[config.mk]
export PLATFORM = sky130hd
export DESIGN_NAME = mips_cpu_lsu
export DESIGN_NICKNAME = d
export VERILOG_FILES = /design/src/rtl/mips_cpu_pkg.sv /design/src/rtl/mips_cpu_lsu_align.sv /design/src/rtl/mips_cpu_lsu.sv
export SDC_FILE = /design/constraint.sdc
export NUM_CORES = 1
export LEC_CHECK = 0
export CELL_PAD_IN_SITES_DETAIL_PLACEMENT = 0
export CELL_PAD_IN_SITES_GLOBAL_PLACEMENT = 1
export CORE_ASPECT_RATIO = 0.75
export CORE_MARGIN = 3
export CORE_UTILIZATION = 34
export DETAILED_ROUTE_END_ITERATION = 8
export MAX_ROUTING_LAYER = met4
export PLACE_DENSITY_LB_ADDON = 0.1
export SYNTH_ARGS = -nofsm -noshare
export SYNTH_HDL_FRONTEND = slang
export SYNTH_HIERARCHICAL = 1
export SYNTH_SLANG_ARGS = --single-unit
[constraint.sdc]
create_clock -name clk -period 4.47 [get_ports clk]
set_input_delay 0.6705 -clock clk [delete_from_list [all_inputs] [get_ports clk]]
set_output_delay 0.6705 -clock clk [all_outputs]
set_load 0.01 [all_outputs]
[src/rtl/mips_cpu_pkg.sv]
// Shared types for the MIPS CPU load/store path.
// Op codes, LSU states and a load/store classifier.
package mips_cpu_pkg;

  typedef enum logic [3:0] {
    LSU_LB  = 4'd0,
    LSU_LBU = 4'd1,
    LSU_LH  = 4'd2,
    LSU_LHU = 4'd3,
    LSU_LW  = 4'd4,
    LSU_LWL = 4'd5,
    LSU_LWR = 4'd6,
    LSU_SB  = 4'd7,
    LSU_SH  = 4'd8,
    LSU_SW  = 4'd9
  } lsu_op_t;

  typedef enum logic [1:0] {
    ST_IDLE   = 2'd0,
    ST_ACCESS = 2'd1,
    ST_DONE   = 2'd2
  } lsu_state_t;

  // Codes 0..6 are loads; everything else is a store or unmapped.
  function automatic logic is_load(input logic [3:0] op);
    return op <= LSU_LWR;
  endfunction

endpackage

[src/rtl/mips_cpu_lsu_align.sv]
// Byte-lane steering for the LSU: byte enables, store data,
// load extension / LWL-LWR merge and alignment checking.
module mips_cpu_lsu_align
  import mips_cpu_pkg::*;
(
  input  logic [3:0]  op,
  input  logic [1:0]  offset,
  input  logic [31:0] rt_in,
  input  logic [31:0] readdata,
  input  logic [31:0] wdata,
  output logic [3:0]  byteenable,
  output logic [31:0] writedata,
  output logic [31:0] load_data,
  output logic        misaligned
);

  logic [4:0]  w_sr;
  logic [4:0]  w_sl;
  logic [7:0]  w_byte;
  logic [15:0] w_half;
  logic [3:0]  w_be_b;
  logic [3:0]  w_be_h;

  // s = 8*k for right shifts, 8*(3-k) for LWL
  assign w_sr   = {offset, 3'b000};
  assign w_sl   = {~offset, 3'b000};
  assign w_byte = readdata[w_sr +: 8];
  assign w_half = offset[1] ? readdata[31:16] : readdata[15:0];
  assign w_be_b = 4'b0001 << offset;
  assign w_be_h = offset[1] ? 4'b1100 : 4'b0011;

  // Per-op lane decode; unmapped codes fall out as misaligned
  always_comb begin
    byteenable = 4'b0000;
    writedata  = 32'd0;
    load_data  = 32'd0;
    misaligned = 1'b1;
    unique case (1'b1)
      (op == LSU_LB): begin
        byteenable = w_be_b;
        load_data  = {{24{w_byte[7]}}, w_byte};
        misaligned = 1'b0;
      end
      (op == LSU_LBU): begin
        byteenable = w_be_b;
        load_data  = {24'd0, w_byte};
        misaligned = 1'b0;
      end
      (op == LSU_LH): begin
        byteenable = w_be_h;
        load_data  = {{16{w_half[15]}}, w_half};
        misaligned = offset[0];
      end
      (op == LSU_LHU): begin
        byteenable = w_be_h;
        load_data  = {16'd0, w_half};
        misaligned = offset[0];
      end
      (op == LSU_LW): begin
        byteenable = 4'b1111;
        load_data  = readdata;
        misaligned = |offset;
      end
      (op == LSU_LWL): begin
        byteenable = 4'b1111;
        load_data  = (readdata << w_sl)
                   | (rt_in & ((32'd1 << w_sl) - 32'd1));
        misaligned = 1'b0;
      end
      (op == LSU_LWR): begin
        byteenable = 4'b1111;
        load_data  = (readdata >> w_sr)
                   | (rt_in & ~(32'hFFFF_FFFF >> w_sr));
        misaligned = 1'b0;
      end
      (op == LSU_SB): begin
        byteenable = w_be_b;
        writedata  = {4{wdata[7:0]}};
        misaligned = 1'b0;
      end
      (op == LSU_SH): begin
        byteenable = w_be_h;
        writedata  = {2{wdata[15:0]}};
        misaligned = offset[0];
      end
      (op == LSU_SW): begin
        byteenable = 4'b1111;
        writedata  = wdata;
        misaligned = |offset;
      end
      default: ;
    endcase
  end

endmodule

[src/rtl/mips_cpu_lsu.sv]
// MIPS load/store unit: IDLE/ACCESS/DONE FSM driving an
// Avalon-style data bus, with optional waitrequest timeout.
module mips_cpu_lsu
  import mips_cpu_pkg::*;
#(
  parameter int unsigned TIMEOUT_CYCLES = 0
) (
  input  logic        clk,
  input  logic        reset,
  input  logic        req,
  input  logic [3:0]  op,
  input  logic [31:0] addr,
  input  logic [31:0] wdata,
  input  logic [31:0] rt_in,
  output logic        busy,
  output logic        done,
  output logic        err,
  output logic [31:0] load_data,
  output logic [31:0] address,
  output logic        read,
  output logic        write,
  output logic [3:0]  byteenable,
  output logic [31:0] writedata,
  input  logic        waitrequest,
  input  logic [31:0] readdata
);

  localparam logic [31:0] TMO_LAST =
    (TIMEOUT_CYCLES == 0) ? 32'd0 : 32'(TIMEOUT_CYCLES - 1);

  lsu_state_t  r_state;
  logic [3:0]  r_op;
  logic [1:0]  r_off;
  logic [31:0] r_rt;
  logic [31:0] r_tmo;
  logic        r_busy;
  logic        r_done;
  logic        r_err;
  logic [31:0] r_load;
  logic [31:0] r_addr;
  logic        r_read;
  logic        r_write;
  logic [3:0]  r_be;
  logic [31:0] r_wd;

  logic        w_idle;
  logic [3:0]  w_op;
  logic [1:0]  w_off;
  logic [31:0] w_rt;
  logic [3:0]  w_be;
  logic [31:0] w_wd;
  logic [31:0] w_ld;
  logic        w_mis;

  // Decode live inputs while idle, the latched request afterwards
  assign w_idle = (r_state == ST_IDLE);
  assign w_op   = w_idle ? op : r_op;
  assign w_off  = w_idle ? addr[1:0] : r_off;
  assign w_rt   = w_idle ? rt_in : r_rt;

  mips_cpu_lsu_align u_align (
    .op         (w_op),
    .offset     (w_off),
    .rt_in      (w_rt),
    .readdata   (readdata),
    .wdata      (wdata),
    .byteenable (w_be),
    .writedata  (w_wd),
    .load_data  (w_ld),
    .misaligned (w_mis)
  );

  assign busy       = r_busy;
  assign done       = r_done;
  assign err        = r_err;
  assign load_data  = r_load;
  assign address    = r_addr;
  assign read       = r_read;
  assign write      = r_write;
  assign byteenable = r_be;
  assign writedata  = r_wd;

  // Transfer FSM with registered bus and status outputs
  always_ff @(posedge clk or posedge reset) begin
    if (reset) begin
      r_state <= ST_IDLE;
      r_op    <= 4'd0;
      r_off   <= 2'd0;
      r_rt    <= 32'd0;
      r_tmo   <= 32'd0;
      r_busy  <= 1'b0;
      r_done  <= 1'b0;
      r_err   <= 1'b0;
      r_load  <= 32'd0;
      r_addr  <= 32'd0;
      r_read  <= 1'b0;
      r_write <= 1'b0;
      r_be    <= 4'b0000;
      r_wd    <= 32'd0;
    end else begin
      unique case (r_state)
        ST_IDLE: begin
          if (req) begin
            if (w_mis) begin
              r_state <= ST_DONE;
              r_done  <= 1'b1;
              r_err   <= 1'b1;
              r_load  <= 32'd0;
            end else begin
              r_state <= ST_ACCESS;
              r_busy  <= 1'b1;
              r_op    <= op;
              r_off   <= addr[1:0];
              r_rt    <= rt_in;
              r_tmo   <= 32'd0;
              r_addr  <= {addr[31:2], 2'b00};
              r_be    <= w_be;
              r_wd    <= w_wd;
              r_read  <= is_load(op);
              r_write <= ~is_load(op);
            end
          end
        end
        ST_ACCESS: begin
          if (!waitrequest) begin
            if (r_read) r_load <= w_ld;
            r_read  <= 1'b0;
            r_write <= 1'b0;
            r_busy  <= 1'b0;
            r_done  <= 1'b1;
            r_state <= ST_DONE;
          end else if (TIMEOUT_CYCLES != 0 && r_tmo == TMO_LAST) begin
            r_read  <= 1'b0;
            r_write <= 1'b0;
            r_busy  <= 1'b0;
            r_done  <= 1'b1;
            r_err   <= 1'b1;
            r_state <= ST_DONE;
          end else begin
            r_tmo <= r_tmo + 32'd1;
          end
        end
        ST_DONE: begin
          r_done  <= 1'b0;
          r_err   <= 1'b0;
          r_state <= ST_IDLE;
        end
        default: r_state <= ST_IDLE;
      endcase
    end
  end

endmodule

==> metrics.csv, run 1 <==
metric;value;unit
status;finished, final reports clean;
drtAntennaViolNets;0;
numCtsBuffers;17;
synth_compound_area_share;13.6;%
synth-edff-count;0;
syn_avg_cell_area;12.0;sq um
layout_commonest_cell;clkdlybuf4s50_1;
drive_gt1_share;25.3;%
drc;0;
synth-simple-area-share;6.75;%
critical_path_class;register to register;
ys_seq_elements;143;
reg2regPathDepth;8;
period_minus_slack;3660;ps
rsz0062_at_grt;no;
final_util;48.8;%
path_clk_slew;60;ps
cts_setup_buffers;0;
path_max_fanout;17;
synth_cell_types;50;
die_area;0.0260;sq mm
routed_wl;26400;microns
cts.htree.levels;4;
yosys.area.top_type;dfrtp_1;
slowest_delay;560;ps
grt_pass1_vias;6944;
synth_top_area_share;43.7;%
final_cell_mix;238 x clkdlybuf4s50_1, 145 x mux2_2, 143 x dfrtp_1;
pre_cts_ws;678;ps
row_count;48;
viasPerCell;5.53;
synthFlopType;dfrtp_1;
grt_first_pass_wirelength;41000;microns
port_buffers;238;
tns;0;ps
post_cts_resized;0;
cts_root_buffer;clkbuf_16;
crit_arrival;3970;ps
routedWlPerCell;21.8;microns
max_cap_violations;0;
fmax;273;MHz
grt_antenna_before_repair;1;
tritoncts;done;
dp_hpwl;19100;microns
tightest_slew;813;ps
async_reset_ff_share;100;%
worst_setup_path_end_kind;register;
required;4780;ps
die_h;140;microns
clock_latency;430;ps
hold_path_depth;1;
finalHoldViolations;0;
fin_crit_sh;81.9;%
synth_top_family_by_area;multiplexers;
setup_viol;0;
coreArea;0.0234;sq mm
cp.depth;8;
r2r_start;r_state[1]$_DFFE_PP0P_;
hold_buffers;0;
hold_path_startpoint;address[21]$_DFFE_PP0P_;
fin_skew;10.6;ps
synth_cells;683;
cts_sinks;143;
drt_iter0_markers;522;
synthTopCellsByArea;dfrtp_1 44%, mux2_2 20%, mux4_2 6.3%;
yosysSeqAreaShare;43.7;%
synthesis.area;0.00819;sq mm
ys_warn_count;6;
initial_utilization;35.0;%
worstPathBufferInverterCount;0;
ir_drop;0.000300;V
num_io_pins;241;
clk_path_buf_depth;2;
die_w;185;microns
fin_nets;1033;
critPathSlowestCell;a222oi_1;
slew_headroom;45.7;%
num_vias;6689;
path_delay_family;compound AO/OA/AOI/OAI gates;
finalMaxSlewViolations;0;
grt_overflow;0;
grt_max_degree;76;
path_cells;nor2_4 > mux2_2 > nand2_2 > ha_1 > a31o_2 > a222oi_1 > nand2_1 > a22o_1;
syn_to_final_growth;39.3;%
p_per_area;659;mW/mm^2
min_path_type;register to register;
fin_ws;810;ps
synth_mux_area_share;30.5;%
yosys.area_share.xor_xnor;0;%
power_leakage;4.82;nW
setup.worst_path.start;r_state[1]$_DFFE_PP0P_;
first_pass_iters;8;
gp_congestion;0.830;
synthAdderAreaFrac;0.153;%
grt_use_total;21.0;%
crit_path_start_kind;register;
layer usage:
| metal | track usage (%) | wire length [microns] | up-vias |
|---|---|---|---|
| met5 | - | 0 | - |
| met4 | 4.22 | 223 | 0 |
| met3 | 6.18 | 2450 | 18 |
| met2 | 29.5 | 11300 | 300 |
| met1 | 30.3 | 12400 | 3368 |
| li1 | - | - | 3003 |
report_power, final:
part | switching (W) | internal [W] | total, W
clock | 0.000562 | 0.000969 | 0.00153
combinational | 0.00196 | 0.00202 | 0.00398
sequential | 0.000249 | 0.00176 | 0.00201
sequential cells by signal, indices dropped and copies added (netlist names):
signal	cells
load_data	32
writedata	32
write	1
r_op	4
err	1
r_off	2
done	1
byteenable	4
r_rt	32
address	30
busy	1
read	1
r_state	2
area by class of cell:
class / instances / area, sq um
Fill cell: 2101 / 12000
Tap cell: 300 / 375
Antenna cell: 1 / 2.50
Clock inverter: 8 / 125
Inverter: 17 / 67.6
Timing Repair Buffer: 253 / 2520
Sequential cell: 143 / 3580
Multi-Input combinational cell: 464 / 4230
Clock buffer: 24 / 512
final timing paths:
kind                                                   to  slack (ps)
worst max register to register  load_data[31]$_DFFE_PP0P_         810
worst max-delay path            load_data[31]$_DFFE_PP0P_         810
max in group asynchronous        load_data[9]$_DFFE_PP0P_        2800
worst min register to register    address[21]$_DFFE_PP0P_         500
min in group asynchronous          address[8]$_DFFE_PP0P_         720
worst min-delay path              address[21]$_DFFE_PP0P_         500
cells in the mapped netlist (4+ instances only):
| library cell | instances |
|---|---|
| nand3_1 | 7 |
| a22oi_1 | 17 |
| nor2_1 | 8 |
| o21ai_0 | 36 |
| a22o_1 | 41 |
| mux2i_1 | 27 |
| mux4_2 | 23 |
| clkbuf_1 | 14 |
| buf_4 | 20 |
| and2_1 | 8 |
| a221oi_1 | 7 |
| dfrtp_1 | 143 |
| mux2_1 | 7 |
| mux2_2 | 145 |
| buf_2 | 20 |
| inv_1 | 17 |
| a31o_2 | 5 |
| a31o_1 | 4 |
| a222oi_1 | 16 |
| nand2_1 | 68 |
| a21oi_1 | 5 |
metrics by stage:
stage / std cells / instance area (sq um) / total power, W / hold WS (ps)
detailed placement: 1177 / 10800 / 0.00598 / 481
global route: 1210 / 11400 / 0.00798 / 517
CTS: 1209 / 11400 / 0.00755 / 503
floorplan: 684 / 8200 / 0.00465 / 477
global placement: 1177 / 10800 / 0.00591 / 464
finish: 1210 / 11400 / 0.00752 / 497
cells by family (layout without fill, tap and decap cells):
| logic type | Yosys count | count (layout) |
|---|---|---|
| compound gates | 147 | 147 |
| fa+ha+maj | 1 | 1 |
| buf+inv | 77 | 302 |
| flops | 143 | 143 |
| mux | 202 | 202 |
| other cells | 1 | 3 |
| simple gates | 112 | 112 |
(Power assumes the default switching activity.)
==> run 2, diff against run 1 <==
CORE_UTILIZATION = 38   (was 34)
clock period = 3.38 ns   (was 4.47 ns; I/O delays follow)
==> run 2 against run 1 <==
Combinational power increased by 38%. Largest power group unchanged. Worst hold slack got worse by 8.2 ps. Largest cell class unchanged. Total power increased by 32%. Sequential power increased by 31%. Setup slack got worse by 590 ps. Non-clock buffer count increased by 21. Clock skew decreased by 1.6 ps. First-iteration DRC count increased by 45%. Sequential share of layout area decreased by 0.26 points. Register-to-register slack got worse by 590 ps. Clock power increased by 16%. Clock-buffer cell count decreased by 6.
==> metrics.csv, run 2 (synthesized netlist as in run 1, its figures left out) <==
metric;value;unit;change
status;finished, final reports clean;;
cts_root_buffer;clkbuf_16;;
grt_pass1_vias;6877;;-0.96%
max_cap_violations;0;;unchanged
fin_nets;1054;;+2.0%
setup_viol;0;;unchanged
port_buffers;238;;unchanged
fillers;1785;;-15%
hold_path_startpoint;busy$_DFFE_PP0P_;;
fin_ws;223;ps;-586 ps
grt_overflow;0;;unchanged
finalHoldViolations;0;;unchanged
worst_setup_path_end_kind;register;;
numCtsBuffers;17;;unchanged
die_h;133;microns;-5.2%
ir_drop;0.000436;V;+45%
layout_commonest_cell;clkdlybuf4s50_1;;
post_cts_resized;0;;unchanged
critPathSlowestCell;a222oi_1;;
clock_latency;420;ps;about the same
reg2regPathDepth;9;;+1
min_path_type;register to register;;
dp_hpwl;20100;microns;+4.9%
final_util;55.7;%;+6.8 points
fin_skew;9.07;ps;-1.55 ps
period_minus_slack;3160;ps;-504 ps
path_cells;nor2_4 > mux2_2 > buf_12 > mux4_2 > a31o_2 > a222oi_1 > buf_4 > nand2_1 > a22o_1;;
fmax;317;MHz;+16%
clk_path_buf_depth;2;;unchanged
viasPerCell;5.58;;+1.0%
first_pass_iters;7;;-1
seq_area;0.00358;sq mm;unchanged
reg2reg_to;load_data[31]$_DFFE_PP0P_;;
slowest_delay;630;ps;+70 ps
drt_iter0_markers;758;;+45%
cts_sinks;143;;unchanged
p_per_area;860;mW/mm^2;+31%
rsz0062_at_grt;no;;
tightest_slew;870;ps;+57.5 ps
path_max_fanout;24;;+7
num_vias;6769;;+1.2%
holdPathEnd;busy$_DFFE_PP0P_;;
hold_buffers;0;;unchanged
die_w;175;microns;-5.2%
whs;488;ps;-8.18 ps
grt_antenna_before_repair;0;;-1
hold_path_depth;1;;unchanged
power_leakage;4.89;nW;+1.4%
routedWlPerCell;22.0;microns;+0.96%
tritoncts;done;;
initial_utilization;39.6;%;+4.6 points
pre_cts_ws;111;ps;-566 ps
coreArea;0.0207;sq mm;-12%
fin_crit_sh;93.4;%;+12 points
cts_setup_buffers;0;;unchanged
crit_arrival;3460;ps;-510 ps
num_antenna_cells;0;;-1
critical_path_class;register to register;;
drc;0;;unchanged
reg2reg_slack;220;ps;-590 ps
final_cell_mix;238 x clkdlybuf4s50_1, 145 x mux2_2, 143 x dfrtp_1;;
row_count;45;;-6.3%
cts.htree.levels;4;;unchanged
routed_wl;26700;microns;+1.1%
path_clk_slew;60;ps;about the same
syn_to_final_growth;40.5;%;
gp_congestion;0.919;;+11%
required;3680;ps;-1100 ps
drtAntennaViolNets;0;;unchanged
crit_path_start_kind;register;;
grt_use_total;23.3;%;+2.2 points
grt_max_degree;70;;-7.9%
finalMaxSlewViolations;0;;unchanged
die_area;0.0234;sq mm;-10%
r2r_start;r_state[1]$_DFFE_PP0P_;;
drive_gt1_share;27.0;%;+1.7 points
tns;0;ps;unchanged
grt_first_pass_wirelength;41100;microns;+0.25%
slew_headroom;41.9;%;-3.8 points
num_io_pins;241;;unchanged
multi_input_area;0.00423;sq mm;unchanged
==> run 2: stage by stage <==
step,instances,total power (W),cell area [sq um]
finish,1212,0.00990,11500
global route,1212,0.0105,11500
CTS,1212,0.00996,11500
detailed placement,1180,0.00813,11000
global placement,1180,0.00802,11000
floorplan,684,0.00615,8200
==> run 2: routing by layer <==
layer  vias to the layer above  track usage (%)  wire length (microns)
met5                         -                -                      0
met4                         0             4.79                    261
met3                        24             4.81                   2140
met2                       322             33.0                  11700
met1                      3374             34.5                  12600
li1                       3049                -                      -
==> run 2: power breakdown <==
| group | internal, W | switching (W) | total (W) |
|---|---|---|---|
| Sequential | 0.00233 | 0.000309 | 0.00264 |
| Clock | 0.000964 | 0.000815 | 0.00178 |
| Combinational | 0.00283 | 0.00265 | 0.00548 |
| Total | 0.00612 | 0.00377 | 0.00990 |
==> run 2: how the worst max path moves through the flow <==
| stage | endpoint | start |
|---|---|---|
| finish | load_data[31]$_DFFE_PP0P_ | r_state[1]$_DFFE_PP0P_ |
| global placement | load_data[31]$_DFFE_PP0P_ | addr[0] |
| CTS | load_data[31]$_DFFE_PP0P_ | r_state[1]$_DFFE_PP0P_ |
| detailed placement | load_data[31]$_DFFE_PP0P_ | addr[0] |
| global route | load_data[31]$_DFFE_PP0P_ | r_state[1]$_DFFE_PP0P_ |
| floorplan | load_data[28]$_DFFE_PP0P_ | r_state[0]$_DFFE_PP0P_ |
==> run 2: final cells by class <==
cell class	count	share of cell area, %
Clock buffer	18	3.73
Sequential cell	143	31.1
Inverter	17	0.587
Tap cell	282	3.07
Timing Repair Buffer	274	23.7
Multi-Input combinational cell	464	36.8
Clock inverter	14	1.04
==> run 2: critical path, delay by kind of cell, from the launching register on <==
kind / cells / cell delay, ps
AO/OA/AOI/OAI: 3 / 1070
multiplexers: 2 / 820
buffers and inverters: 2 / 430
flip-flops: 1 / 410
AND/OR/NAND/NOR: 2 / 300
==> run 3, diff against run 2 <==
CORE_UTILIZATION = 36   (was 38)
SYNTH_HIERARCHICAL = default   (was 1)
==> run 3 against run 2 <==
Synthesized area rose by 3.0%. Combinational power rose by 22%. Critical path depth fell by 2. Sequential power rose by 13%. Cell area rose by 4.6%. Sequential share of layout area fell by 1.4 points. Setup slack got worse by 39 ps. Die area rose by 8.4%. Utilization fell by 2.2 points. Total power rose by 17%. Final cell count rose by 18%. Clock skew rose by 1.3 ps. Largest power group unchanged. Highest routed layer unchanged.
==> metrics.csv, run 3 <==
metric;value;unit;change
finalMaxSlewViolations;0;;unchanged
path_max_fanout;32;;+33%
tightest_slew;997;ps;+127 ps
drtAntennaViolNets;0;;unchanged
num_antenna_cells;0;;unchanged
setup.worst_path.start;r_state[0]$_DFFE_PP0P_;;
worst_setup_path_end_kind;register;;
grt_pass1_vias;8259;;+20%
crit_path_start_kind;register;;
first_pass_iters;6;;-1
tns;0;ps;unchanged
p_int;0.00655;W;+6.9%
period_minus_slack;3200;ps;+38.7 ps
path_clk_slew;70;ps;about the same
num_io_pins;241;;unchanged
hold_path_startpoint;busy$_DFFE_PP0P_;;
clk_path_buf_depth;2;;unchanged
whs;486;ps;-2.58 ps
coreArea;0.0225;sq mm;+9.0%
min_path_type;register to register;;
path_cells;or2_2 > a221oi_1 > a2111oi_4 > o41ai_2 > or2_1 > buf_12 > a22o_1;;
slowest_delay;840;ps;+210 ps
routedWlPerCell;23.6;microns;+7.1%
switching_share;43.3;%;+5.2 points
seq_area;0.00358;sq mm;unchanged
die_w;183;microns;+4.1%
yosys.area.top_type;dfrtp_1;;
fin_crit_sh;94.5;%;+1.1 points
layout_commonest_cell;clkdlybuf4s50_1;;
critPathSlowestCell;o41ai_2;;
synthFlopType;dfrtp_1;;
clock_latency;440;ps;+20 ps
cts.htree.levels;4;;unchanged
port_buffers;238;;unchanged
synth-edff-count;0;;unchanged
grt_antenna_before_repair;0;;unchanged
p_per_area;960;mW/mm^2;+12%
fillers;2080;;+17%
viasPerCell;6.03;;+8.0%
finalHoldViolations;0;;unchanged
clockPowerShare;16.3;%;-1.7 points
grt_max_degree;73;;+4.3%
grt_first_pass_wirelength;51200;microns;+25%
yosysSeqAreaShare;42.4;%;-1.3 points
final_cell_mix;238 x clkdlybuf4s50_1, 143 x dfrtp_1, 70 x mux2_2;;
synth_cell_types;68;;+36%
syn_avg_cell_area;9.60;sq um;-20%
cts_root_buffer;clkbuf_16;;
ir_drop;0.000498;V;+14%
grt_overflow;0;;unchanged
critical_path_class;register to register;;
routed_wl;33800;microns;+27%
hold_path_depth;1;;unchanged
gp_congestion;0.969;;+5.5%
row_count;47;;+4.4%
drc;0;;unchanged
synth_cells;879;;+29%
p_sw;0.00500;W;+33%
synth.most_common_cell;dfrtp_1;;
num_vias;8645;;+28%
cts_setup_buffers;0;;unchanged
fin_skew;10.4;ps;+1.32 ps
pwr-share-comb;57.8;%;+2.4 points
dp_hpwl;25200;microns;+26%
reg2reg_slack;180;ps;-40 ps
power_leakage;4.76;nW;-2.8%
rsz0062_at_grt;no;;
initial_utilization;37.5;%;-2.2 points
fin_nets;1262;;+20%
max_cap_violations;0;;unchanged
async_reset_ff_share;100;%;unchanged
synth_top_area_share;42.4;%;-1.3 points
synthTopCellsByArea;dfrtp_1 42%, mux2_2 9.3%, a21oi_1 3.8%;;
ys_seq_elements;143;;unchanged
seqPwrFrac;25.8;%;-0.8 points
cts_sinks;143;;unchanged
synthesis.area;0.00844;sq mm;+3.0%
crit_arrival;3570;ps;+110 ps
fmax;313;MHz;-1.2%
die_area;0.0253;sq mm;+8.4%
r2r_start;r_state[0]$_DFFE_PP0P_;;
reg2regPathDepth;7;;-2
grt_use_total;26.8;%;+3.5 points
slew_headroom;33.5;%;-8.3 points
multi_input_area;0.00444;sq mm;+5.1%
numCtsBuffers;17;;unchanged
synth_commonest_cells;143 x dfrtp_1, 70 x mux2_2, 64 x a21oi_1, 58 x o21ai_0, 57 x nand3_1;;
syn_to_final_growth;42.6;%;
setup_viol;0;;unchanged
status;finished, final reports clean;;
drive_gt1_share;16.9;%;-10 points
required;3750;ps;+70 ps
drt_iter0_markers;1050;;+39%
ys_warn_count;0;;-6
tritoncts;done;;
die_h;139;microns;+4.1%
[run 3: final timing paths]
check | to
max | load_data[6]$_DFFE_PP0P_
min | busy$_DFFE_PP0P_
max reg2reg | load_data[6]$_DFFE_PP0P_
min reg2reg | busy$_DFFE_PP0P_
max in group asynchronous | load_data[19]$_DFFE_PP0P_
min in group asynchronous | address[12]$_DFFE_PP0P_
[run 3: layout make-up]
cell class,count,share of cell area (%)
tap,294,3.06
inverter,21,0.686
clock inverter,15,1.25
multi-input combinational,643,36.9
clock buffer,17,3.54
timing repair buffer,300,24.8
sequential,143,29.7
[run 3: worst max-delay path, delay by kind of cell, from the launching register on]
| kind | cells | cell delay, ps |
|---|---|---|
| AO/OA/AOI/OAI | 4 | 1580 |
| flip-flops | 1 | 550 |
| AND/OR/NAND/NOR | 2 | 780 |
| buffers and inverters | 1 | 200 |
[run 3: layer usage]
metal	global-route usage [%]	wire, microns	vias to the layer above
met1	40.8	15900	4213
li1	-	-	3885
met4	5.49	578	0
met3	6.58	3380	43
met5	-	0	-
met2	35.7	13900	504
[run 3: per-stage QoR]
step	setup WS (ps)	cell area [sq um]	total power (W)	utilization (%)	std cells
after floorplan	837	8440	0.00667	-	880
after global placement	-21.4	11400	0.00952	50.8	1400
after detailed placement	-61.3	11400	0.00954	50.8	1400
after CTS	144	12000	0.0115	53.4	1432
after global routing	138	12000	0.0122	53.4	1433
final	185	12000	0.0116	53.4	1433
[run 3: power groups by stage]
stage                     Sequential [W]  Combinational, W  Clock (W)
after floorplan                  0.00312           0.00355          0
after global placement           0.00298           0.00653          0
after detailed placement         0.00300           0.00655          0
after CTS                        0.00298           0.00656    0.00193
after global routing             0.00310           0.00714    0.00200
final                            0.00298           0.00668    0.00189
[run 3: timing repair]
item,CTS,global route
endpoints found under the setup margin,0,32
hold buffers,0,0
gates resized for setup,0,1
[run 3: cell families after synthesis]
family,count (synthesis),share of synthesized area [%]
buf+inv,95,5.46
mux,93,12.1
compound gates,286,23.9
simple gates,261,16.0
flops,143,42.4
other cells,1,0.0445
==> RTL edit, RTL diff (flow settings as in run 1) <==
Re-encode `lsu_state_t` (3 states) as one-hot, 3 bits wide.
--- a/src/rtl/mips_cpu_pkg.sv
+++ b/src/rtl/mips_cpu_pkg.sv
@@ -15,10 +15,10 @@
     LSU_SW  = 4'd9
   } lsu_op_t;
 
-  typedef enum logic [1:0] {
-    ST_IDLE   = 2'd0,
-    ST_ACCESS = 2'd1,
-    ST_DONE   = 2'd2
+  typedef enum logic [2:0] {
+    ST_IDLE   = 3'b001,
+    ST_ACCESS = 3'b010,
+    ST_DONE   = 3'b100
   } lsu_state_t;
 
   // Codes 0..6 are loads; everything else is a store or unmapped.
Formal check against the unedited RTL: no difference found for any inputs over 4 cycles, from zero or initial values and one cycle with reset high; so few cycles prove little.
==> RTL edit against run 1 <==
  * Synthesized cell count grew 1.0%
  * Hold slack better by 0.0024 ns
  * Sequential cell count up 1
  * Design area shrank 0.15%
  * Non-clock buffer count is 3 lower
  * Synthesized area is 0.29% higher
  * Die area up 0.28%
  * Clock power shrank 9.8%
  * Wire length increased by 0.13%
  * Worst setup slack worse by 0.20 ns
  * Critical path depth increased by 1
  * Sequential share of layout area grew 0.28 points
  * Power grew 7.5%
==> RTL edit: results (changes against run 1) <==
Power
  – Peak VDD IR: 0.000314 V (+4.5%)
  – Sw frac: 38.6% (+1.8 points)
  – P_leak: 4.80 nW (-0.49%)

Yosys
  – Asr flop ratio synth: 100% (unchanged)
  – Mean Syn Cell Area: 11.9 um2 (-0.73%)
  – Post-synth EDFFs: 0 (unchanged)
  – Seq/Total Area, Yosys: 43.9% (+0.19 points)
  – Top cells by area, synth: dfrtp_1 (44%), mux2_2 (21%), mux4_2 (6.3%)
  – Most instantiated cells after synthesis: mux2_2 (151), dfrtp_1 (143), nand2_1 (70)
  – Post-synthesis cell type count: 57 (+14%)
  – Synth Warn #: 6 (unchanged)
  – Count leader, synth: mux2_2

Setup path
  – Critical-path top delay cell: a211o_1
  – Critical Path AT: 4.16 ns (+0.19 ns)
  – CP delay by family, top: compound AO/OA/AOI/OAI gates
  – Max stage delay on crit path: 0.75 ns (+0.19 ns)
  – RR Startpoint: r_state[0]
  – Critical-path maximum fanout: 32 (+15)

Placed design
  – Post-detail-place hpwl: 19,400 um (+1.3%)
  – Pre-CTS setup slack: 0.528 ns (-0.149 ns)
  – GP Congestion: 0.890 (+7.2%)

Timing
  – Worst Clk Skew: 0.0135 ns (+0.00289 ns)
  – Slew HR: 13.6% (-32 points)

Drt
  – Initial drt markers: 632 (+21%)
  – Detail-routed via count per cell: 5.54 (+0.24%)
  – Routed WL per cell: 21.8 um (-0.28%)
  – Pre-antenna DRT Iters: 5 (-3)

Hold path
  – Worst Hold Launch: load_data[12]

CTS
  – H-tree depth: 4 (unchanged)
  – Clock Latency Late Sink: 0.43 ns (about the same)
  – Post-CTS setup buffer count: 0 (unchanged)
  – CTS resizes: 0 (unchanged)
  – TritonCTS Buffers: 17 (unchanged)
  – Clk root buf: clkbuf_16
  – Clk buf depth: 2 (unchanged)
  – Reg clk slew, reported paths: 0.06 ns (about the same)

Cells and area
  – Layout cells sized above 1: 25.5% (+0.16 points)
  – Non-filler cells, final: 1,215 (+0.41%)
  – Post-route cell area: 11,400 um2 (-0.15%)
  – Nets: 1,039 (+0.58%)
  – Fillers: 2,110 (+0.43%)
  – Antenna cells: 0 (-1)

Global route
  – Gr usage total: 20.8% (-0.28 points)
  – Vias in the first global route: 6,860 (-1.2%)
  – Global-route wire length before repair: 40,700 um (-0.67%)
  – Largest net degree at the start of global routing: 84 (+11%)
  – Antenna violations before repair: 0 (-1)

Outcome
  – Status: finished, final reports clean
RTL edit: changes by cell type after synthesis, sizes merged, moves of 2 or more:
cell    change
clkbuf      -2
inv         -2
nor3b       +3
nand2       +2
nand2b      +2
RTL edit: worst paths after layout:
kind / end / slack [ns] / cells after the start
max: load_data[28] / 0.61 / 9
min: load_data[12] / 0.50 / 1
max reg2reg: load_data[28] / 0.61 / 9
min reg2reg: load_data[12] / 0.50 / 1
max in group asynchronous: r_rt[14] / 2.96 / 3
min in group asynchronous: address[10] / 0.61 / 2
RTL edit: layer usage:
metal / up-vias / global-route usage (%) / part of all wire, %
li1: 3044 / - / -
met1: 3340 / 30.5 / 49
met2: 319 / 28.1 / 41
met3: 30 / 5.83 / 8.5
met4: 0 / 5.25 / 1.5
met5: - / - / 0
RTL edit: power by group through the flow:
stage	Combinational, mW	Sequential [mW]	Clock, mW
floorplan	2.91	2.21	0
global placement	4.51	2.11	0
detailed placement	4.57	2.13	0
CTS	4.59	2.11	1.42
global route	4.95	2.18	1.47
finish	4.60	2.10	1.38
RTL edit: logic make-up after synthesis:
group / count (synthesis) / share of synthesized area (%)
mux: 201 / 30.3
compound gates: 150 / 13.8
flops: 144 / 43.9
simple gates: 120 / 7.42
buf+inv: 73 / 4.33
fa+ha+maj: 1 / 0.152
other cells: 1 / 0.0457
RTL edit: cell type report:
type / instances / share of cell area, %
clock buffer: 19 / 3.89
clock inverter: 13 / 1.02
inverter: 15 / 0.527
multi-input combinational: 474 / 37.6
sequential: 144 / 31.6
tap: 300 / 3.30
timing repair buffer: 250 / 22.0
